==> config.mk <==
export PLATFORM = sky130hd
export DESIGN_NAME = mux_n_rr_pipe_flat
export DESIGN_NICKNAME = d
export VERILOG_FILES = /design/src/rtl/mux_n_rr_pipe_if.sv /design/src/rtl/mux_n_rr_pipe.sv /design/src/flat_wrapper.sv
export SDC_FILE = /design/constraint.sdc
export NUM_CORES = 1
export LEC_CHECK = 0
export BUFFER_PORTS_ARGS = -buffer_cell sky130_fd_sc_hd__buf_2
export CAP_MARGIN = 20
export CELL_PAD_IN_SITES_DETAIL_PLACEMENT = 0
export CELL_PAD_IN_SITES_GLOBAL_PLACEMENT = 1
export CORE_MARGIN = 10
export CORE_UTILIZATION = 27
export DETAILED_ROUTE_END_ITERATION = 6
export HOLD_SLACK_MARGIN = 0.08
export PLACE_DENSITY = 0.69
export SETUP_SLACK_MARGIN = 0.5
export SKIP_CTS_REPAIR_TIMING = 1
export SYNTH_ARGS = -nofsm -noshare
export SYNTH_HDL_FRONTEND = slang
export SYNTH_SLANG_ARGS = --single-unit
==> constraint.sdc <==
create_clock -name clk -period 1.2 [get_ports clk]
set_input_delay 0.24 -clock clk [delete_from_list [all_inputs] [get_ports clk]]
set_output_delay 0.24 -clock clk [all_outputs]
set_load 0.03 [all_outputs]
==> src/rtl/mux_n_rr_pipe_if.sv <==
// Handshake bundle for mux_n_rr_pipe: N val/rdy input channels merged onto one
// registered val/rdy output channel.
interface mux_n_rr_pipe_if #(
    parameter int p_nbits   = 4,
    parameter int p_ninputs = 2
);
    localparam int SW = $clog2(p_ninputs);

    logic [p_ninputs-1:0]         in_val;
    logic [p_ninputs-1:0]         in_rdy;
    logic [p_ninputs*p_nbits-1:0] in_msg;
    logic [SW-1:0]                sel;
    logic                         out_val;
    logic                         out_rdy;
    logic [p_nbits-1:0]           out_msg;
    logic [SW-1:0]                out_src;

    modport slave (
        input  in_val, in_msg, sel, out_rdy,
        output in_rdy, out_val, out_msg, out_src
    );

    modport master (
        output in_val, in_msg, sel, out_rdy,
        input  in_rdy, out_val, out_msg, out_src
    );
endinterface

==> src/rtl/mux_n_rr_pipe.sv <==
// N-input val/rdy mux with a one-entry output register; input chosen by
// round-robin arbitration (p_rr=1) or by the external sel port (p_rr=0).
module mux_n_rr_pipe #(
    parameter int p_nbits   = 4,
    parameter int p_ninputs = 2,
    parameter bit p_rr      = 1'b1
) (
    input  logic            clk,
    input  logic            reset_n,
    mux_n_rr_pipe_if.slave  bus
);
    localparam int SW = $clog2(p_ninputs);

    logic [p_ninputs-1:0][p_nbits-1:0] msgs;
    logic [SW-1:0]                     ptr;
    logic [SW-1:0]                     gidx;
    logic [SW:0]                       cand;
    logic                              found;
    logic                              can_accept;
    logic                              xfer_in;

    // Packed reshape: msgs[i] is in_msg[i*p_nbits +: p_nbits].
    assign msgs       = bus.in_msg;
    assign can_accept = !bus.out_val || bus.out_rdy;
    assign xfer_in    = found && can_accept;

    always_comb begin
        found = 1'b0;
        gidx  = '0;
        cand  = '0;
        if (p_rr) begin
            // Scan from ptr with wraparound; ptr+k < 2*p_ninputs so one subtract suffices.
            for (int k = 0; k < p_ninputs; k++) begin
                cand = {1'b0, ptr} + (SW+1)'(k);
                if (cand >= (SW+1)'(p_ninputs))
                    cand = cand - (SW+1)'(p_ninputs);
                if (!found && bus.in_val[cand[SW-1:0]]) begin
                    found = 1'b1;
                    gidx  = cand[SW-1:0];
                end
            end
        end else if (int'(bus.sel) < p_ninputs) begin
            found = bus.in_val[bus.sel];
            gidx  = bus.sel;
        end
    end

    always_comb begin
        bus.in_rdy = '0;
        if (xfer_in && reset_n)
            bus.in_rdy[gidx] = 1'b1;
    end

    always_ff @(posedge clk or negedge reset_n) begin
        if (!reset_n) begin
            bus.out_val <= 1'b0;
            bus.out_msg <= '0;
            bus.out_src <= '0;
            ptr         <= '0;
        end else if (xfer_in) begin
            bus.out_val <= 1'b1;
            bus.out_msg <= msgs[gidx];
            bus.out_src <= gidx;
            if (p_rr)
                ptr <= (int'(gidx) == p_ninputs - 1) ? '0 : gidx + 1'b1;
        end else if (bus.out_val && bus.out_rdy) begin
            bus.out_val <= 1'b0;
        end
    end
endmodule

==> src/flat_wrapper.sv <==
// flat-port wrapper written by rule: the top's interface ports become plain ports
module mux_n_rr_pipe_flat 
#(
    parameter int p_nbits   = 4,
    parameter int p_ninputs = 2,
    parameter bit p_rr      = 1'b1
)
  (clk, reset_n, bus_in_val, bus_in_msg, bus_sel, bus_out_rdy, bus_in_rdy, bus_out_val, bus_out_msg, bus_out_src);
  mux_n_rr_pipe_if #(.p_nbits(p_nbits), .p_ninputs(p_ninputs)) bus_i ();
  input  logic clk;
  input  logic reset_n;
  input wire logic [$bits(bus_i.in_val)-1:0] bus_in_val;
  input wire logic [$bits(bus_i.in_msg)-1:0] bus_in_msg;
  input wire logic [$bits(bus_i.sel)-1:0] bus_sel;
  input wire logic [$bits(bus_i.out_rdy)-1:0] bus_out_rdy;
  output wire logic [$bits(bus_i.in_rdy)-1:0] bus_in_rdy;
  output wire logic [$bits(bus_i.out_val)-1:0] bus_out_val;
  output wire logic [$bits(bus_i.out_msg)-1:0] bus_out_msg;
  output wire logic [$bits(bus_i.out_src)-1:0] bus_out_src;
  assign bus_i.in_val = bus_in_val;
  assign bus_i.in_msg = bus_in_msg;
  assign bus_i.sel = bus_sel;
  assign bus_i.out_rdy = bus_out_rdy;
  assign bus_in_rdy = bus_i.in_rdy;
  assign bus_out_val = bus_i.out_val;
  assign bus_out_msg = bus_i.out_msg;
  assign bus_out_src = bus_i.out_src;
  mux_n_rr_pipe #(.p_nbits(p_nbits), .p_ninputs(p_ninputs), .p_rr(p_rr)) u_core (.clk(clk), .reset_n(reset_n), .bus(bus_i));
endmodule
* Word-level counts from Yosys, hierarchy flattened *
Cells that the tools add are included.

storage, ports and cells
  register bits = 7
  input port bits = 14
  output and inout bits = 8
  logic and storage cells = 41

operators by class
  add/subtract/negate cells = 4
  magnitude comparators = 6
  mux-type cells = 18
  reductions and logical operators = 9

operator list
  cell                   count
  $mux W1                14
  $mux W4                2
  $lt A1 B2 Y1 const B   3
  $logic_and A1 B1 Y1    5
  $add A1 B1 Y2 const B  1
  $ge A1 B2 Y1 const B   1
  $ge A2 B2 Y1 const B   1
  $logic_not A1 Y1       2
  $mux W2                1
  $reduce_bool A2 Y1     1
  $sub A1 B1 Y1 const B  2
  $add A1 B1 Y1 const B  1
  $demux W1 S1           1
  $ge A1 B1 Y1 const B   1
  $logic_or A1 B1 Y1     1

* Depth between registers and ports, before layout *
Gate-level depths: netlist of run 1.

  word-level depth = 13
  depth in mapped cells = 3
  mapped depth without buffers = 3

* Least setup slack after synthesis of run 1 *
OpenSTA, ideal clock, no wires.

  path type = flip-flop to output port
  from = register u_core.bus.out_val
  to = output port bus_in_rdy[1]
  data arrival time = 1467 ps
  required time = 960 ps
  slack = -507 ps
  cell stages (with the launch flop) = 3
  path buffers = 0
  path through = dfrtp_1 > nor2b_2 > nor3b_1

between the ends
  word-level cells in the longest chain between the ends = 5

ends and longest elaborated chain
  element                   line                    text
  start: declaration        mux_n_rr_pipe_if.sv:20  output in_rdy, out_val, out_msg, out_src
  start signal: assignment  mux_n_rr_pipe.sv:56     bus.out_val <= 1'b0;
  start signal: assignment  mux_n_rr_pipe.sv:61     bus.out_val <= 1'b1;
  start signal: assignment  mux_n_rr_pipe.sv:67     bus.out_val <= 1'b0;
  $logic_not A1 Y1          mux_n_rr_pipe.sv:24     assign can_accept = !bus.out_val || bus.out_rdy;
  $logic_or A1 B1 Y1        mux_n_rr_pipe.sv:24
  $logic_and A1 B1 Y1       mux_n_rr_pipe.sv:25     assign xfer_in = found && can_accept;
  $logic_and A1 B1 Y1       mux_n_rr_pipe.sv:50     if (xfer_in && reset_n)
  $mux W2                   mux_n_rr_pipe.sv:50
  end: declaration          flat_wrapper.sv:16      output wire logic [$bits(bus_i.in_rdy)-1:0] bus_in_rdy;

No other way between the ends.

* Final worst setup path of run 1 *
  from = register u_core.bus.out_val
  to = output port bus_in_rdy[0]

The elaborated chain is that of the path after synthesis.

==> results of run 1 <==
==> cell families (layout without fill, tap and decap cells) <==
group                  count (synthesis)  in the layout  share of synthesized area
and+or+nand+nor                       15             15                     0.2750
buffers and inverters                  1             35                    0.01030
AOI/OAI and AO/OA                     16             16                     0.2337
DFF                                    7              7                     0.4811
==> through the flow <==
stage / area (um2) / setup TNS, ps / total power (W) / hold slack (ps)
floorplan: 400.4 / -32.56 / 0.0004658 / -55.59
global placement: 571.8 / -108.6 / 0.0005716 / 44.81
detailed placement: 571.8 / -128.9 / 0.0005730 / 45.61
CTS: 598.1 / -685.0 / 0.0007833 / -223.7
global route: 700.7 / -495.1 / 0.0009079 / 277.4
finish: 700.7 / -397.9 / 0.0008545 / 272.2
==> cell usage in the layout, fill, tap and decap left out, types with 3 or more instances in the layout <==
cell type,n
buf_4,9
clkbuf_4,3
o21ai_0,5
nand3_1,4
buf_6,8
a21oi_2,4
a31oi_1,4
o21ai_1,3
dfrtp_2,6
buf_2,12
==> layout make-up <==
| cell class | count | area, um2 | area share |
|---|---|---|---|
| Inverter | 1 | 3.754 | 0.005357 |
| Clock buffer | 4 | 26.28 | 0.03750 |
| Timing Repair Buffer | 30 | 227.7 | 0.3250 |
| Sequential cell | 7 | 182.7 | 0.2607 |
| Multi-Input combinational cell | 31 | 241.5 | 0.3446 |
| Tap cell | 15 | 18.77 | 0.02679 |
==> worst paths after layout <==
check,startpoint,cells past startpoint,end
setup / recovery,u_core.bus.out_val,4,bus_in_rdy[0]
hold / removal,bus_in_msg[7],3,u_core.bus.out_msg[3]
setup reg to reg,u_core.bus.out_val,4,u_core.bus.out_msg[0]
hold reg to reg,u_core.bus.out_src,2,u_core.bus.out_src
max in group asynchronous,reset_n,3,u_core.bus.out_msg[3]
min in group asynchronous,reset_n,2,u_core.bus.out_src
==> worst min-delay path: stages <==
cell     delay (ps)
buf_2           100
nand3_1          70
a31oi_1          70
==> flip-flops by register name (all words and copies together), names as in the netlist <==
register            cells
u_core.bus.out_msg      4
u_core.bus.out_src      1
u_core.bus.out_val      1
u_core.ptr              1
==> metal layers <==
metal,vias up,part of all wire,global-route usage
met3,2,0.14,0.04944
met1,165,0.46,0.08323
li1,212,-,-
met5,-,0,0
met4,0,0.017,0.07216
met2,19,0.38,0.07367
==> power groups by stage <==
| stage | logic [W] | clock network (W) | registers, W |
|---|---|---|---|
| finish | 0.000343 | 0.000204 | 0.000308 |
| global route | 0.000371 | 0.000225 | 0.000313 |
| CTS | 0.000273 | 0.000214 | 0.000297 |
| detailed placement | 0.000273 | 0 | 0.000300 |
| global placement | 0.000271 | 0 | 0.000300 |
| floorplan | 0.000104 | 0 | 0.000362 |
==> run_results.csv, run 1 <==
group,metric,value,unit
setup_path,crit_type,"flop to primary output",
die,io_pins,22,
layout,syn_to_final_growth,92.44,%
placed_design,gp_congestion,0.7321,
synthesis,yosysMostFrequentCell,"o21ai_0",
layout,fillCellCount,128,
setup_path,endpoint_kind,"primary output",
pwr,pwr-share-seq,0.360,
setup_path,start_kind,"flop",
setup_path,crit_chain,"nor2b_4, nor2_4, and3_4, buf_6",
synthesis,netlist.area_leader.share,0.4811,
synthesis,synth.distinct_cells,16,
run_status,violations,"setup timing",
sta,setup_viol,2,
setup_path,critPathTopFamily,"simple AND/OR/NAND/NOR gates",
synthesis,ys_ff_latch,7,
synthesis,ys_seq_area_frac,0.4811,
detailed_routing,first_pass_iters,2,
run_status,status,"finished, violations left",
global_routing,grt_max_degree,7,
setup_path,critPathSlowestCell,"dfrtp_2",
layout,diodes,0,
sta,fin_crit_sh,1.177,
synthesis,synth_area_leader_cell,"dfrtp_1",
placed_design,dp_slack,-87.60,ps
synthesis,syn_nets,53,
cts,htree_levels,1,
detailed_routing,vias_per_cell,4.523,
global_routing,antenna_found_initial,0,
synthesis,async_reset_ff_frac,1.000,
cts,cts_sinks,7,
die,die-area,3217,um2
sta,setup_ws,-212.9,ps
sta,clock.fmax,707.8,MHz
layout,instances_no_fill,88,
global_routing,grt-ovfl-total,0,
run,maxCapViolations,0,
cts,clk_path_buf_depth,2,
detailed_routing,drtIter0Drc,3,
cts,cts_buffers,3,
synthesis,syn_area_per_cell,9.336,um2
cts,clk_pin_slew_worst_paths,50,ps
global_routing,grt_use_total,0.07025,
die,coreArea,1285,um2
pwr,power_frac_comb,0.401,
pwr,irDropWorstVdd,0.0003800,V
synthesis,yosys-top-cells-count,"8 x o21ai_0, 7 x dfrtp_1, 4 x a21oi_1, 4 x a31oi_1, 4 x nand3_1",
placed_design,dp_cells,81,
synthesis,syn_area,364.1,um2
setup_path,required,960,ps
pwr,p_leak,0.3188,nW
detailed_routing,avgRoutedWirePerCell,12.91,um
die,rows,13,
die,die_x,56.72,um
pwr,clockPowerShare,0.239,
sta,finalHoldViolations,0,
synthesis,synth_edf_count,0,
sta,drv_slew,0,
setup_path,slowest_delay,390,ps
placed_design,io_buffers,20,
global_routing,grt_pass1_wl,1780,um
setup_path,cp_data_arrival_time,1170,ps
synthesis,synth_cells,39,
detailed_routing,drc,0,
die,initial_core_util,0.2833,
synthesis,yosysWarnings,0,
layout,drive_gt1_frac,0.7260,
cts,cts-root-buf,"clkbuf_4",
sta,tightest_slew,184.0,ps
setup_path,crit_buf_inv,1,
sta,rsz0062_at_grt,"true",
setup_path,r2r_setup_slack,130,ps
cts,cts_tree,"done",
detailed_routing,postRouteAntennaNets,0,
worst_hold_path,hp-class,"input pin to flop",
die,fp.dieH,56.72,um
detailed_routing,vias,398,
cts,clk_latency,250,ps
synthesis,ys.flop_type,"dfrtp_1",
pwr,p_int,0.0005750,W
layout,fin_util,0.5453,
pwr,p_per_area,1220,nW/um2
setup_path,crit_fanout,3,
pwr,sw_frac_of_total,0.3271,
sta,slew_headroom,0.8760,
detailed_routing,routed_wl,1136,um
pwr,switching_power,0.0002795,W
synthesis,synth_area_leaders,"dfrtp_1 48%, o21ai_0 11%, a31oi_1 6.9%",
layout,nets,88,
sta,skew,4.809,ps
global_routing,grt_pass1_vias,407,
placed_design,hpwl,922.4,um
sta,min_period,1413,ps
(Power assumes the default switching activity.)
==> inputs of run 2 (changes only) <==
--- a/config.mk
+++ b/config.mk
@@ -9,11 +9,11 @@
 export CAP_MARGIN = 20
 export CELL_PAD_IN_SITES_DETAIL_PLACEMENT = 0
 export CELL_PAD_IN_SITES_GLOBAL_PLACEMENT = 1
-export CORE_MARGIN = 10
-export CORE_UTILIZATION = 27
+export CORE_AREA = 10 10 47 49
 export DETAILED_ROUTE_END_ITERATION = 6
+export DIE_AREA = 0 0 57 59
 export HOLD_SLACK_MARGIN = 0.08
-export PLACE_DENSITY = 0.69
+export PLACE_DENSITY = 0.7
 export SETUP_SLACK_MARGIN = 0.5
 export SKIP_CTS_REPAIR_TIMING = 1
 export SYNTH_ARGS = -nofsm -noshare
==> constraint.sdc (replaced) <==
create_clock -name clk -period 1.8 [get_ports clk]
set_input_delay 0.36 -clock clk [delete_from_list [all_inputs] [get_ports clk]]
set_output_delay 0.36 -clock clk [all_outputs]
set_load 0.03 [all_outputs]
==> run 2 against run 1 <==
Against the previous run: the run now ends clean; clock power fell by 29%; final cell count fell by 5.7%; sequential power fell by 37%; global-route usage fell by 0.69 points; setup slack improved by 430 ps; total power fell by 39%; non-clock buffer count fell by 6; final area fell by 15%; sequential cell count did not move; largest cell class unchanged.
==> run_results.csv, run 2 (synthesis gave the netlist of run 1 again) <==
group,metric,value,unit
detailed_routing,first_pass_iters,2,
cts,clk_pin_slew_worst_paths,50,ps
die,die_x,57,um
worst_hold_path,hp-class,"input pin to flop",
sta,skew,6.530,ps
layout,final_cell_mix,"18 x buf_2, 8 x o21ai_0, 6 x dfrtp_1",
layout,layout_commonest_cell,"buf_2",
global_routing,antenna_found_initial,0,
setup_path,startpoint,"u_core.bus.out_val",
setup_path,r2r_start,"u_core.bus.out_val",
detailed_routing,vias,391,
sta,finalHoldViolations,0,
setup_path,start_kind,"flop",
setup_path,endpoint_kind,"primary output",
setup_path,cp_data_arrival_time,1220,ps
cts,cts_tree,"done",
placed_design,dp_slack,307.6,ps
global_routing,gr-usage-met3,0.03433,
layout,max_flop_register,"u_core.bus.out_msg",
die,die-area,3363,um2
global_routing,gr-usage-met2,0.09612,
placed_design,io_buffers,20,
setup_path,crit_type,"flop to primary output",
die,coreArea,1401,um2
setup_path,r2r_setup_slack,780,ps
sta,setup_viol,0,
layout,syn_to_final_growth,62.89,%
cts,cts_sinks,7,
global_routing,grt_max_degree,10,
detailed_routing,drtIter0Drc,1,
die,fp.dieH,59,um
sta,fin_crit_sh,0.8771,
setup_path,required,1440,ps
global_routing,grt-ovfl-total,0,
worst_hold_path,worstHoldEndpoint,"u_core.bus.out_msg[3]",
sta,tightest_slew,328.2,ps
placed_design,gp_congestion,0.6725,
sta,slew_headroom,0.7805,
run,maxCapViolations,0,
run_status,status,"finished, final reports clean",
cts,cts-root-buf,"clkbuf_4",
worst_hold_path,holdPathStages,3,
setup_path,crit_fanout,5,
pwr,p_per_area,877.2,nW/um2
die,initial_core_util,0.2598,
detailed_routing,drc,0,
cts,clk_path_buf_depth,2,
sta,setup_ws,221.3,ps
sta,drv_slew,0,
placed_design,dp_cells,75,
placed_design,hpwl,879.8,um
sta,setup_tns,0,ps
pwr,p_leak,0.2792,nW
layout,largest_register_ffs,4,
detailed_routing,avgRoutedWirePerCell,12.76,um
layout,drive_gt1_frac,0.5522,
global_routing,top_usage_layer,"met2",
setup_path,reg2reg_to,"u_core.bus.out_src",
sta,rsz0062_at_grt,"true",
detailed_routing,routed_wl,1059,um
worst_hold_path,hp-start,"bus_in_msg[3]",
setup_path,rr_worst_depth,4,
global_routing,use_met1,0.06363,
layout,instances_no_fill,83,
global_routing,grt_pass1_vias,412,
die,io_pins,22,
layout,nets,82,
cts,htree_levels,1,
cts,clk_latency,260,ps
cts,cts_buffers,3,
sta,min_period,1579,ps
layout,diodes,0,
global_routing,grt_pass1_wl,1683,um
global_routing,grt_use_total,0.06334,
detailed_routing,postRouteAntennaNets,0,
die,rows,14,
sta,clock.fmax,633.4,MHz
detailed_routing,vias_per_cell,4.711,
pwr,irDropWorstVdd,0.0004073,V
## run 2: changes by cell type in the layout (fill, tap and decap cells not counted), sizes merged
| cell | previous run | this run |
|---|---|---|
| buf | 29 | 23 |
## run 2: how the worst max path moves through the flow
stage,depth (start not counted),slack [ps],end
floorplan,3,460,bus_in_rdy[0]
global placement,5,300,bus_in_rdy[0]
detailed placement,5,310,bus_in_rdy[0]
CTS,4,100,bus_in_rdy[0]
global route,4,180,bus_in_rdy[0]
finish,4,220,bus_in_rdy[0]
## run 2: layout make-up
| class | instances | area (um2) |
|---|---|---|
| fillers | 153 | 808.3 |
| multi-input cells | 31 | 221.5 |
| flip-flops and latches | 7 | 176.4 |
| repair buffers | 24 | 145.1 |
| clock buffers | 4 | 26.28 |
| well taps | 16 | 20.02 |
| inverters | 1 | 3.754 |
## run 2: worst max-delay path, cell delays in order (launching register included)
cell	delay [ps]
dfrtp_2	400
nor2b_4	150
nor2_4	110
and3_4	180
buf_6	120
## run 2: per-stage QoR
step,power [W],hold slack [ps],utilization,area (um2)
after floorplan,0.0003063,64.41,-,394.1
after global placement,0.0003610,212.7,0.3670,514.2
after detailed placement,0.0003629,211.7,0.3670,514.2
after CTS,0.0005053,-58.76,0.3857,540.5
after global routing,0.0005470,400.8,0.4232,593.1
final,0.0005203,383.0,0.4232,593.1
## run 2: per-layer routing
layer  share of wire  wire length (um)
met3           0.092                97
met4           0.029                31
met5               0                 0
met1            0.43               456
met2            0.45               472
## run 2: power breakdown
part	leakage, nW	internal (W)	total [W]	switching, W
combinational	0.186	0.0000741	0.000181	0.000107
clock	0.0150	0.0000848	0.000145	0.0000601
sequential	0.0785	0.000182	0.000194	0.0000117
